===== config.mk =====
export PLATFORM = sky130hd
export DESIGN_NAME = spi_master_ctrl_flat
export DESIGN_NICKNAME = d
export VERILOG_FILES = /design/src/rtl/spi_master_ctrl_if.sv /design/src/rtl/spi_master_ctrl.sv /design/src/flat_wrapper.sv
export SDC_FILE = /design/constraint.sdc
export NUM_CORES = 1
export LEC_CHECK = 0
export CAP_MARGIN = 20
export CORE_MARGIN = 5
export CORE_UTILIZATION = 58
export DETAILED_ROUTE_END_ITERATION = 12
export PLACE_DENSITY = 0.94
export RECOVER_POWER = 50
export SYNTH_ARGS = -nofsm -noshare
export SYNTH_HDL_FRONTEND = slang
export SYNTH_SLANG_ARGS = --single-unit

===== constraint.sdc =====
create_clock -name clk -period 4.38 [get_ports clk]
set_input_delay 0.876 -clock clk [delete_from_list [all_inputs] [get_ports clk]]
set_output_delay 0.876 -clock clk [all_outputs]
set_load 0.02 [all_outputs]

===== src/rtl/spi_master_ctrl_if.sv =====
// Command/response channel of spi_master_ctrl: words to shift out, words shifted in.
interface spi_master_ctrl_if #(
  parameter int DATA_W = 8
);
  logic              cmd_valid;
  logic              cmd_ready;
  logic [DATA_W-1:0] cmd_data;
  logic              cmd_last;
  logic              rsp_valid;
  logic [DATA_W-1:0] rsp_data;

  modport master (
    output cmd_valid, cmd_data, cmd_last,
    input  cmd_ready, rsp_valid, rsp_data
  );

  modport slave (
    input  cmd_valid, cmd_data, cmd_last,
    output cmd_ready, rsp_valid, rsp_data
  );
endinterface


===== src/rtl/spi_master_ctrl.sv =====
// SPI master: all four modes, programmable SCLK divider, DATA_W-bit words, NUM_SS
// active-low selects; multi-word frames keep SS asserted between words.
module spi_master_ctrl #(
  parameter  int DATA_W = 8,
  parameter  int NUM_SS = 1,
  parameter  int DIV_W  = 8,
  localparam int SEL_W  = (NUM_SS > 1) ? $clog2(NUM_SS) : 1
) (
  input  logic               clk,
  input  logic               rst_n,
  input  logic               cpol,
  input  logic               cpha,
  input  logic [DIV_W-1:0]   clk_div,
  input  logic [SEL_W-1:0]   ss_sel,
  spi_master_ctrl_if.slave   cmd_if,
  output logic               busy,
  output logic               SCLK,
  output logic               MOSI,
  input  logic               MISO,
  output logic [NUM_SS-1:0]  SS
);

  localparam int EDGE_W = $clog2(2 * DATA_W);
  localparam logic [EDGE_W-1:0] LAST_EDGE = EDGE_W'(2 * DATA_W - 1);

  typedef enum logic [2:0] {
    S_IDLE,
    S_START,
    S_XFER,
    S_HOLD,
    S_STOP,
    S_GAP
  } state_e;

  state_e              state_q, state_d;
  logic [DIV_W-1:0]    cnt_q, cnt_d;
  logic [DIV_W-1:0]    div_q, div_d;
  logic [EDGE_W-1:0]   edge_q, edge_d;
  logic                cpha_q, cpha_d;
  logic                last_q, last_d;
  logic [DATA_W-1:0]   tx_q, tx_d;
  logic [DATA_W-1:0]   rx_q, rx_d;
  logic                mosi_q, mosi_d;
  logic                sclk_q, sclk_d;
  logic [NUM_SS-1:0]   ss_q, ss_d;
  logic                rsp_pend_q, rsp_pend_d;
  logic                rsp_valid_q, rsp_valid_d;
  logic [DATA_W-1:0]   rsp_data_q, rsp_data_d;

  logic                tick;
  logic                accept;
  logic                load_en;
  logic                load_cpha;
  logic [NUM_SS-1:0]   ss_decode;

  assign cmd_if.cmd_ready = (state_q == S_IDLE) || (state_q == S_HOLD);
  assign accept           = cmd_if.cmd_valid && cmd_if.cmd_ready;
  assign tick             = (cnt_q == div_q);

  assign busy             = (state_q != S_IDLE);
  assign SCLK             = sclk_q;
  assign MOSI             = mosi_q;
  assign SS               = ss_q;
  assign cmd_if.rsp_valid = rsp_valid_q;
  assign cmd_if.rsp_data  = rsp_data_q;

  // An out-of-range index matches no line, so the frame runs with every select high.
  always_comb begin
    for (int i = 0; i < NUM_SS; i++) begin
      ss_decode[i] = (ss_sel != SEL_W'(i));
    end
  end

  always_comb begin
    // NOTE: every signal gets a default before the case so no path leaves it unassigned (no latches).
    state_d     = state_q;
    div_d       = div_q;
    edge_d      = edge_q;
    cpha_d      = cpha_q;
    last_d      = last_q;
    tx_d        = tx_q;
    rx_d        = rx_q;
    mosi_d      = mosi_q;
    sclk_d      = sclk_q;
    ss_d        = ss_q;
    rsp_pend_d  = 1'b0;
    rsp_valid_d = rsp_pend_q;
    rsp_data_d  = rsp_pend_q ? rx_q : rsp_data_q;
    load_en     = 1'b0;
    load_cpha   = cpha_q;
    cnt_d       = tick ? '0 : cnt_q + DIV_W'(1);

    case (state_q)
      S_IDLE: begin
        cnt_d  = '0;
        sclk_d = cpol;
        if (accept) begin
          cpha_d    = cpha;
          div_d     = clk_div;
          last_d    = cmd_if.cmd_last;
          ss_d      = ss_decode;
          load_en   = 1'b1;
          load_cpha = cpha;
          state_d   = S_START;
        end
      end
      S_START: begin
        if (tick) begin
          edge_d  = '0;
          state_d = S_XFER;
        end
      end
      S_XFER: begin
        if (tick) begin
          sclk_d = ~sclk_q;
          // Even edges are leading; sample on the edge whose parity matches CPHA, shift on the other.
          if (edge_q[0] == cpha_q) begin
            rx_d = {rx_q[DATA_W-2:0], MISO};
          end else begin
            mosi_d = tx_q[DATA_W-1];
            tx_d   = tx_q << 1;
          end
          edge_d = edge_q + EDGE_W'(1);
          if (edge_q == LAST_EDGE) begin
            edge_d     = '0;
            rsp_pend_d = 1'b1;
            state_d    = last_q ? S_STOP : S_HOLD;
          end
        end
      end
      S_HOLD: begin
        cnt_d = '0;
        if (accept) begin
          last_d  = cmd_if.cmd_last;
          load_en = 1'b1;
          edge_d  = '0;
          state_d = S_XFER;
        end
      end
      S_STOP: begin
        if (tick) begin
          ss_d    = '1;
          state_d = S_GAP;
        end
      end
      S_GAP: begin
        if (tick) begin
          state_d = S_IDLE;
        end
      end
      default: begin
        state_d = S_IDLE;
        ss_d    = '1;
      end
    endcase

    // With CPHA=0 the MSB must be on MOSI before the first (sampling) edge.
    if (load_en) begin
      if (!load_cpha) begin
        mosi_d = cmd_if.cmd_data[DATA_W-1];
        tx_d   = cmd_if.cmd_data << 1;
      end else begin
        tx_d   = cmd_if.cmd_data;
      end
    end
  end

  // NOTE: state registers use non-blocking assignments so all flops update from pre-edge values.
  always_ff @(posedge clk or negedge rst_n) begin
    if (!rst_n) begin
      state_q     <= S_IDLE;
      cnt_q       <= '0;
      div_q       <= '0;
      edge_q      <= '0;
      cpha_q      <= 1'b0;
      last_q      <= 1'b0;
      tx_q        <= '0;
      rx_q        <= '0;
      mosi_q      <= 1'b0;
      sclk_q      <= 1'b0;
      ss_q        <= '1;
      rsp_pend_q  <= 1'b0;
      rsp_valid_q <= 1'b0;
      rsp_data_q  <= '0;
    end else begin
      state_q     <= state_d;
      cnt_q       <= cnt_d;
      div_q       <= div_d;
      edge_q      <= edge_d;
      cpha_q      <= cpha_d;
      last_q      <= last_d;
      tx_q        <= tx_d;
      rx_q        <= rx_d;
      mosi_q      <= mosi_d;
      sclk_q      <= sclk_d;
      ss_q        <= ss_d;
      rsp_pend_q  <= rsp_pend_d;
      rsp_valid_q <= rsp_valid_d;
      rsp_data_q  <= rsp_data_d;
    end
  end

endmodule


===== src/flat_wrapper.sv =====
// flat-port wrapper written by rule: the top's interface ports become plain ports
module spi_master_ctrl_flat 
#(
  parameter  int DATA_W = 8,
  parameter  int NUM_SS = 1,
  parameter  int DIV_W  = 8,
  localparam int SEL_W  = (NUM_SS > 1) ? $clog2(NUM_SS) : 1
)
  (clk, rst_n, cpol, cpha, clk_div, ss_sel, busy, SCLK, MOSI, MISO, SS, cmd_if_cmd_valid, cmd_if_cmd_data, cmd_if_cmd_last, cmd_if_cmd_ready, cmd_if_rsp_valid, cmd_if_rsp_data);
  spi_master_ctrl_if #(.DATA_W(DATA_W)) cmd_if_i ();
  input  logic clk;
  input  logic rst_n;
  input  logic cpol;
  input  logic cpha;
  input  logic [DIV_W-1:0] clk_div;
  input  logic [SEL_W-1:0] ss_sel;
  output logic busy;
  output logic SCLK;
  output logic MOSI;
  input  logic MISO;
  output logic [NUM_SS-1:0] SS;
  input wire logic [$bits(cmd_if_i.cmd_valid)-1:0] cmd_if_cmd_valid;
  input wire logic [$bits(cmd_if_i.cmd_data)-1:0] cmd_if_cmd_data;
  input wire logic [$bits(cmd_if_i.cmd_last)-1:0] cmd_if_cmd_last;
  output wire logic [$bits(cmd_if_i.cmd_ready)-1:0] cmd_if_cmd_ready;
  output wire logic [$bits(cmd_if_i.rsp_valid)-1:0] cmd_if_rsp_valid;
  output wire logic [$bits(cmd_if_i.rsp_data)-1:0] cmd_if_rsp_data;
  assign cmd_if_i.cmd_valid = cmd_if_cmd_valid;
  assign cmd_if_i.cmd_data = cmd_if_cmd_data;
  assign cmd_if_i.cmd_last = cmd_if_cmd_last;
  assign cmd_if_cmd_ready = cmd_if_i.cmd_ready;
  assign cmd_if_rsp_valid = cmd_if_i.rsp_valid;
  assign cmd_if_rsp_data = cmd_if_i.rsp_data;
  spi_master_ctrl #(.DATA_W(DATA_W), .NUM_SS(NUM_SS), .DIV_W(DIV_W)) u_core (.clk(clk), .rst_n(rst_n), .cpol(cpol), .cpha(cpha), .clk_div(clk_div), .ss_sel(ss_sel), .cmd_if(cmd_if_i), .busy(busy), .SCLK(SCLK), .MOSI(MOSI), .MISO(MISO), .SS(SS));
endmodule

==> impl_metrics.tcl, run 1 <==
set metrics [dict create \
    status "complete, no violations" \
    synth_common_cells "53 x dfrtp_1, 23 x mux2i_1, 17 x mux2_2, 17 x nor2_1, 15 x xor2_1" \
    routabilityCongestion 0.826 \
    grt_max_degree 55 \
    async_flop_share 1.00 \
    timing.rr.start "u_core.cnt_q[5]" \
    clock_power_share 0.168 \
    setup_violations 0 \
    htreeDepth 2 \
    drv_cap 0 \
    synthDistinctLibCells 40 \
    first_pass_iters 4 \
    switchingPower_mw 0.586 \
    finalPower_mw 1.66 \
    root_buffer "clkbuf_8" \
    cp_max_fo 16 \
    critPathMaxStageDelay_ns 0.64 \
    vdd_ir_drop_max_mv 0.384 \
    via_per_inst 5.66 \
    fmax_ghz 0.352 \
    worstPathCellList "xor2_1 -> nor2_1 -> clkdlybuf4s50_1" \
    required_ns 3.50 \
    tns_ns 0 \
    synth_top_area_share 0.512 \
    syn_to_final_growth_pct 18.8 \
    avgSynthCellArea_um2 12.1 \
    p_int_mw 1.08 \
    ys_top_cells_by_area "dfrtp_1 51%, mux2i_1 8.9%, mux2_2 7.4%" \
    synth_top_cell_by_area "dfrtp_1" \
    min_to "u_core.cmd_if.rsp_data[3]" \
    worstMarginPinSlew_ns 0.668 \
    hold_path_class "reg -> reg" \
    worst_setup_path_end_kind "output pin" \
    grt_pass1_vias 1787 \
    p_comb_frac 0.374 \
    cts_tree "done" \
    fp.coreArea_um2 4350 \
    die_area_um2 5900 \
    worstHoldStart "u_core.cmd_if.rsp_data[3]" \
    p_sw_frac 0.352 \
    pre_cts_slack_ns 1.24 \
    clock-sinks 54 \
    num_io_pins 38 \
    post_cts_resized 0 \
    numCtsBuffers 5 \
    slowest_stage "dfrtp_1" \
    rsz0062_at_grt "no" \
    drtAntennaViolNets 0 \
    grt_pass1_wl_mm 7.91 \
    start_kind "register" \
    fin_nets 276 \
    ff2ff_setup_slack_ns 1.95 \
    max_slew_margin 0.555 \
    cts_buffer_depth 2 \
    dpl.hpwl_mm 3.18 \
    yosysWarnings 0 \
    r2r-end "u_core.rx_q[3]" \
    clk_pin_slew_ns 0.09 \
    seq_area_frac_synth 0.522 \
    fin_ws_ns 1.54 \
    post_drt_wl_per_cell_um 15.0 \
    layout_min_cycle_time_ns 2.84 \
    period_share 0.649 \
    start_util 0.595 \
    synth-edff-count 0 \
    synth_ff_type "dfrtp_1" \
    portBuffers 37 \
    grt-ovfl-total 0 \
    n_antenna_cell 0 \
    crit_arrival_ns 1.97 \
    postCtsSetupBuffers 0 \
    drc 0 \
    cts_hold_buf 0 \
    min_path_cells 1 \
    die_y_um 76.8 \
    antenna_found_initial 0 \
    skew_ns 0.00913 \
    die_w_um 76.8 \
    wirelength_mm 4.55 \
    leakage_nw 1.49 \
    worstSkewPairLatency_ns 0.30 \
    synth_most_common_cell "dfrtp_1" \
    startpoint "u_core.state_q[1]" \
    syn-num-nets 240 \
    synthCells 214 \
    slew_violations 0 \
    first_iter_violations 112 \
    layout-drive-gt1-share 0.163 \
    rr_worst_depth 5 \
    grtUsageTotal 0.163 \
    row_count 24 \
    vias 1714 \
    hold_violations 0 \
    sequentialPowerShare 0.458 \
    netlist_area_um2 2590 \
    ys_ff_latch 54 \
    path_class "reg -> out" \
    powerDensity_nw_per_um2 540 \
]
[cells by family after synthesis]
logic type / Yosys count / synth area share
multiplexers: 48 / 0.209
flip-flops: 54 / 0.522
buffers and inverters: 16 / 0.0280
adder cells (fa/ha/maj): 2 / 0.00966
AO/OA/AOI/OAI: 27 / 0.0744
XOR/XNOR: 16 / 0.0541
AND/OR/NAND/NOR: 51 / 0.102
[critical path, delay by kind of cell, from the launching register on]
family                    cells  cell delay [ns]
and+or+nand+nor               1             0.20
buffers and inverters         1             0.64
DFF                           1             0.64
xor gates and xnor gates      1             0.19
[routing by layer]
layer / GRT usage / vias up / part of all wire
met3: 0.0433 / 7 / 0.053
met2: 0.281 / 48 / 0.51
met5: 0 / - / 0
met4: 0.0437 / 0 / 0.0079
met1: 0.200 / 826 / 0.43
li1: - / 833 / -
[flip-flops by register name, summed over array words and instances, names as in the netlist]
signal / cells
u_core.div_q: 8
u_core.cpha_q: 1
u_core.last_q: 1
u_core.cmd_if.rsp_data: 8
u_core.rsp_pend_q: 1
u_core.SS: 1
u_core.tx_q: 8
u_core.state_q: 3
u_core.SCLK: 1
u_core.cmd_if.rsp_valid: 1
u_core.MOSI: 1
u_core.edge_q: 4
u_core.cnt_q: 8
u_core.rx_q: 8
[cell type report]
cell class,count,area (µm²)
Tap cell,52,65.1
Multi-Input combinational cell,144,1160
Clock inverter,1,5.00
Inverter,6,22.5
Timing Repair Buffer,39,380
Fill cell,314,1280
Clock buffer,7,86.3
Sequential cell,54,1350
[how the worst max path moves through the flow]
stage                             endpoint  slack [ns]  cells past startpoint
after floorplan             u_core.tx_q[1]        2.05                      7
after global placement      u_core.tx_q[2]        1.40                      7
after detailed placement    u_core.tx_q[3]        1.24                      7
after CTS                 cmd_if_cmd_ready        1.53                      3
after global routing      cmd_if_cmd_ready        1.40                      3
final                     cmd_if_cmd_ready        1.54                      3
[per-stage QoR]
step | cell area [µm²] | utilization | std cells | hold WS, ns
floorplan | 2590 | - | 214 | 0.352
global placement | 2990 | 0.686 | 295 | 0.490
detailed placement | 2990 | 0.686 | 295 | 0.495
CTS | 3080 | 0.707 | 303 | 0.516
global route | 3080 | 0.707 | 303 | 0.533
finish | 3080 | 0.707 | 303 | 0.513
[power groups by stage]
stage | Sequential (mW) | Clock [mW] | Combinational, mW
final | 0.761 | 0.279 | 0.622
after floorplan | 0.742 | 0 | 0.469
after CTS | 0.761 | 0.286 | 0.630
after global routing | 0.781 | 0.311 | 0.694
after global placement | 0.765 | 0 | 0.604
after detailed placement | 0.770 | 0 | 0.623
[cells in the final DEF (no fill, tap or decap), types with 2 or more instances in the layout]
| master | count |
|---|---|
| a21oi_1 | 6 |
| a32o_1 | 3 |
| and2_1 | 4 |
| and3_1 | 6 |
| buf_4 | 2 |
| clkbuf_8 | 6 |
| clkdlybuf4s50_1 | 36 |
| dfrtp_1 | 53 |
| ha_1 | 2 |
| inv_1 | 6 |
| mux2_2 | 17 |
| mux2_4 | 8 |
| mux2i_1 | 23 |
| nand2_1 | 5 |
| nand3_1 | 7 |
| nand4_1 | 2 |
| nor2_1 | 17 |
| nor2b_1 | 2 |
| nor3_1 | 2 |
| nor4_2 | 2 |
| o21ai_0 | 4 |
| o32a_1 | 2 |
| or3_1 | 2 |
| xor2_1 | 15 |
No activity file was read; power rests on OpenSTA's default activity.
==> run 2: changes to the inputs <==
CORE_UTILIZATION = 49   (was 58)
PLACE_DENSITY = 0.86   (was 0.94)
clock period = 2.5 ns   (was 4.38 ns; I/O delays follow)
==> run 2 against run 1 <==
Against the previous run:
- hold slack worse by 0.0017 ns
- combinational power is 82% higher
- setup slack worse by 1.3 ns
- power is 84% higher
- sequential cell count stayed put
==> impl_metrics.tcl, run 2 (same netlist as run 1, synthesis figures left out) <==
set metrics [dict create \
    status "complete, no violations" \
    numCtsBuffers 5 \
    first_pass_iters 4 \
    dpl.hpwl_mm 3.36 \
    place_inst 318 \
    crit_arrival_ns 2.47 \
    via_per_inst 5.36 \
    cts_buffer_depth 2 \
    worstSkewPairLatency_ns 0.30 \
    finalPower_mw 3.05 \
    path_class "reg -> reg" \
    stdcell_count 326 \
    n_antenna_cell 0 \
    routabilityCongestion 0.772 \
    final_cell_mix "53 x dfrtp_1, 35 x clkdlybuf4s50_1, 23 x mux2i_1" \
    skew_ns 0.00670 \
    p_int_mw 1.99 \
    cp_max_fo 8 \
    drc 0 \
    clock-sinks 54 \
    worstMarginPinSlew_ns 1.30 \
    final_area_um2 3170 \
    antenna_found_initial 0 \
    p_sw_frac 0.348 \
    start_kind "register" \
    hold_violations 0 \
    grt_pass1_wl_mm 7.81 \
    fin_util 0.620 \
    portBuffers 37 \
    grt_max_degree 55 \
    fin_nets 281 \
    p_comb_frac 0.371 \
    postCtsSetupBuffers 0 \
    clk_pin_slew_ns 0.10 \
    clock_power_share 0.195 \
    first_iter_violations 71 \
    max_slew_margin 0.132 \
    place_area_um2 3050 \
    die_w_um 82.7 \
    rsz0062_at_grt "no" \
    powerDensity_nw_per_um2 963 \
    syn_to_final_growth_pct 22.3 \
    leakage_nw 1.54 \
    start_util 0.507 \
    drtAntennaViolNets 0 \
    vias 1746 \
    tns_ns 0 \
    hold_path_class "reg -> reg" \
    period_share 0.908 \
    slew_violations 0 \
    wirelength_mm 4.67 \
    root_buffer "clkbuf_8" \
    row_count 26 \
    vdd_ir_drop_max_mv 0.544 \
    switchingPower_mw 1.06 \
    post_drt_wl_per_cell_um 14.3 \
    grt-ovfl-total 0 \
    layout_commonest_cell "dfrtp_1" \
    sequentialPowerShare 0.434 \
    layout-drive-gt1-share 0.188 \
    grtUsageTotal 0.151 \
    required_ns 2.70 \
    drv_cap 0 \
    worst_setup_path_end_kind "register" \
    fmax_ghz 0.441 \
    die_y_um 82.7 \
    setup_violations 0 \
    htreeDepth 2 \
    layout_min_cycle_time_ns 2.27 \
    cts_tree "done" \
    fp.coreArea_um2 5110 \
    grt_pass1_vias 1706 \
    die_area_um2 6840 \
    num_io_pins 38 \
]
[run 2: metal layers]
metal,track usage,vias up,wire (µm)
met4,0.0637,0,78
met2,0.249,35,2270
li1,-,838,-
met3,0.0325,7,181
met1,0.190,866,2140
met5,0,-,0
[run 2: metrics by stage]
step	setup WS (ns)	hold WS (ns)
2_1_floorplan	0.461	0.204
3_3_place_gp	0.104	0.492
3_5_place_dp	0.0910	0.496
4_1_cts	0.0589	0.327
5_1_grt	0.154	0.529
6_report	0.231	0.512
[run 2: area by class of cell]
cell class | instances | area, µm²
tap | 70 | 87.6
clock buffer | 5 | 68.8
multi-input combinational | 144 | 1170
inverter | 6 | 22.5
fill | 428 | 1940
clock inverter | 3 | 47.5
timing repair buffer | 44 | 418
sequential | 54 | 1350
[run 2: power groups by stage]
| stage | Combinational (mW) | Clock (mW) | Sequential (mW) |
|---|---|---|---|
| after floorplan | 0.821 | 0 | 1.30 |
| after global placement | 1.11 | 0 | 1.32 |
| after detailed placement | 1.14 | 0 | 1.34 |
| after CTS | 1.15 | 0.613 | 1.32 |
| after global routing | 1.26 | 0.654 | 1.35 |
| final | 1.13 | 0.594 | 1.32 |
[run 2: path summary, 6_finish.rpt]
| check | slack (ns) | endpoint | startpoint | depth (start not counted) |
|---|---|---|---|---|
| max in group asynchronous | 1.17 | u_core.edge_q[2] | rst_n | 2 |
| max reg2reg | 0.23 | u_core.rx_q[5] | u_core.cnt_q[5] | 5 |
| min | 0.51 | u_core.cmd_if.rsp_data[6] | u_core.cmd_if.rsp_data[6] | 1 |
| min in group asynchronous | 0.54 | u_core.last_q | rst_n | 2 |
| min reg2reg | 0.51 | u_core.cmd_if.rsp_data[6] | u_core.cmd_if.rsp_data[6] | 1 |
| max | 0.23 | u_core.rx_q[5] | u_core.cnt_q[5] | 5 |
[run 2: critical path, cell delays in order, from the launching register on]
cell and delay (ns):
dfrtp_1 0.45, xor2_1 0.19, nor4_2 0.49, nand2_2 0.18
or3_4 0.52, mux2_4 0.33
[run 2: repair_timing]
action / CTS / global route
hold endpoints to repair: 0 / 0
endpoints found under the setup margin: 0 / 5
hold buffers: 0 / 0
resized for setup: 0 / 2
==> run 3: changes to the inputs <==
CORE_UTILIZATION = 54   (was 49)
PLACE_DENSITY = 0.89   (was 0.86)
clock period = 2.55 ns   (was 2.5 ns; I/O delays follow)
==> run 3 against run 2 <==
Against the previous run:
- combinational power about the same
- sequential share of layout area up 0.62 points
- largest power group unchanged
- sequential cell count stayed put
- first-iteration DRC count up 17%
- critical endpoint is now u_core.rx_q[0]
- the flow now finishes with violations (capacitance limit, slew limit)
- die area down 8.2%
- register-to-register slack got worse by 0.13 ns
- largest cell class unchanged
- wire length about the same
==> impl_metrics.tcl, run 3 (same netlist as run 1, synthesis figures left out) <==
set metrics [dict create \
    nFillCells 352 \
    critPathMaxStageDelay_ns 0.63 \
    crit_arrival_ns 2.64 \
    root_buffer "clkbuf_8" \
    worstMarginPinSlew_ns 1.80 \
    path_class "reg -> reg" \
    rsz0062_at_grt "no" \
    die_y_um 79.3 \
    status "complete, but fails checks" \
    layout_min_cycle_time_ns 2.44 \
    start_util 0.552 \
    powerDensity_nw_per_um2 923 \
    cpLargestDelayFamily "simple AND/OR/NAND/NOR gates" \
    fin_ws_ns 0.105 \
    hold_violations 0 \
    syn_to_final_growth_pct 20.5 \
    antenna_found_initial 0 \
    pre_cts_slack_ns 0.125 \
    failed_checks "capacitance limit, slew limit" \
    ff_latch_area_um2 1350 \
    drv_cap 1 \
    htreeDepth 2 \
    worstPathCellList "xor2_1 -> nor4_2 -> nand2_2 -> or3_1 -> mux2_4" \
    cp_max_fo 8 \
    vdd_ir_drop_max_mv 0.550 \
    clock-sinks 54 \
    clk_pin_slew_ns 0.10 \
    portBuffers 37 \
    drc 0 \
    stdcell_count 311 \
    postCtsSetupBuffers 0 \
    required_ns 2.75 \
    first_pass_iters 4 \
    via_per_inst 5.64 \
    fmax_ghz 0.409 \
    first_iter_violations 83 \
    path_buf_inv 0 \
    fp.coreArea_um2 4690 \
    grtUsageTotal 0.163 \
    layout_commonest_cell "dfrtp_1" \
    numCtsBuffers 5 \
    slew_violations 36 \
    final_cell_mix "53 x dfrtp_1, 35 x clkdlybuf4s50_1, 23 x mux2i_1" \
    grt_pass1_vias 1778 \
    dpl.hpwl_mm 3.41 \
    die_w_um 79.3 \
    layout-drive-gt1-share 0.179 \
    place_inst 303 \
    vias 1753 \
    skew_ns 0.00563 \
    period_share 0.959 \
    setup_violations 0 \
    drtAntennaViolNets 0 \
    worstSkewPairLatency_ns 0.31 \
    cts_buffer_depth 2 \
    die_area_um2 6280 \
    n_antenna_cell 0 \
    routabilityCongestion 0.811 \
    fin_util 0.665 \
    post_drt_wl_per_cell_um 15.0 \
    leakage_nw 1.52 \
    multi_input_area_um2 1160 \
    grt_pass1_wl_mm 8.18 \
    worst_setup_path_end_kind "register" \
    slowest_stage "or3_1" \
    grt_max_degree 36 \
    wirelength_mm 4.66 \
    cts_tree "done" \
    ff2ff_setup_slack_ns 0.11 \
    max_slew_margin -0.202 \
    start_kind "register" \
    row_count 25 \
    fin_nets 282 \
    num_io_pins 38 \
    hold_path_class "reg -> reg" \
    grt-ovfl-total 0 \
    tns_ns 0 \
]
run 3: cell types whose count changed in the layout (fill, tap and decap cells not counted), sizes merged:
cell / before / now
clkinvlp: 0 / 1
bufinv: 1 / 0
clkbuf: 6 / 8
buf: 7 / 6
run 3: worst paths after layout:
| check | start | end | cells after the start |
|---|---|---|---|
| worst max-delay path | u_core.cnt_q[5] | u_core.rx_q[0] | 5 |
| worst min-delay path | u_core.cmd_if.rsp_data[6] | u_core.cmd_if.rsp_data[6] | 1 |
| worst max register to register | u_core.cnt_q[5] | u_core.rx_q[0] | 5 |
| worst min register to register | u_core.cmd_if.rsp_data[6] | u_core.cmd_if.rsp_data[6] | 1 |
| max in group asynchronous | rst_n | u_core.cmd_if.rsp_data[0] | 2 |
| min in group asynchronous | rst_n | u_core.state_q[1] | 1 |
run 3: metal layers:
layer | GRT usage | part of all wire | vias up
met4 | 0.0498 | 0.011 | 0
li1 | - | - | 847
met5 | 0 | 0 | -
met3 | 0.0306 | 0.058 | 7
met2 | 0.273 | 0.50 | 54
met1 | 0.214 | 0.43 | 845
run 3: area by class of cell:
type                       count  area share
inverter                       6     0.00721
clock inverter                 3     0.00802
multi-input combinational    144       0.373
sequential                    54       0.433
clock buffer                   5      0.0220
timing repair buffer          45       0.135
tap                           54      0.0216
run 3: timing repair:
item                       in CTS  in global routing
resized for setup               0                  1
hold buffers                    0                  0
setup endpoints to repair       0                  1
run 3: report_power, final:
| part | internal (mW) | total (mW) | switching, mW |
|---|---|---|---|
| combinational | 0.558 | 1.11 | 0.550 |
| clock | 0.199 | 0.483 | 0.284 |
| sequential | 1.09 | 1.29 | 0.198 |
| total | 1.85 | 2.88 | 1.03 |
run 3: stage by stage:
| step | cell area [µm²] | hold slack, ns | power (mW) |
|---|---|---|---|
| floorplan | 2590 | 0.214 | 2.08 |
| global placement | 3030 | 0.491 | 2.39 |
| detailed placement | 3030 | 0.496 | 2.42 |
| CTS | 3130 | 0.288 | 2.91 |
| global route | 3120 | 0.549 | 3.09 |
| finish | 3120 | 0.517 | 2.88 |
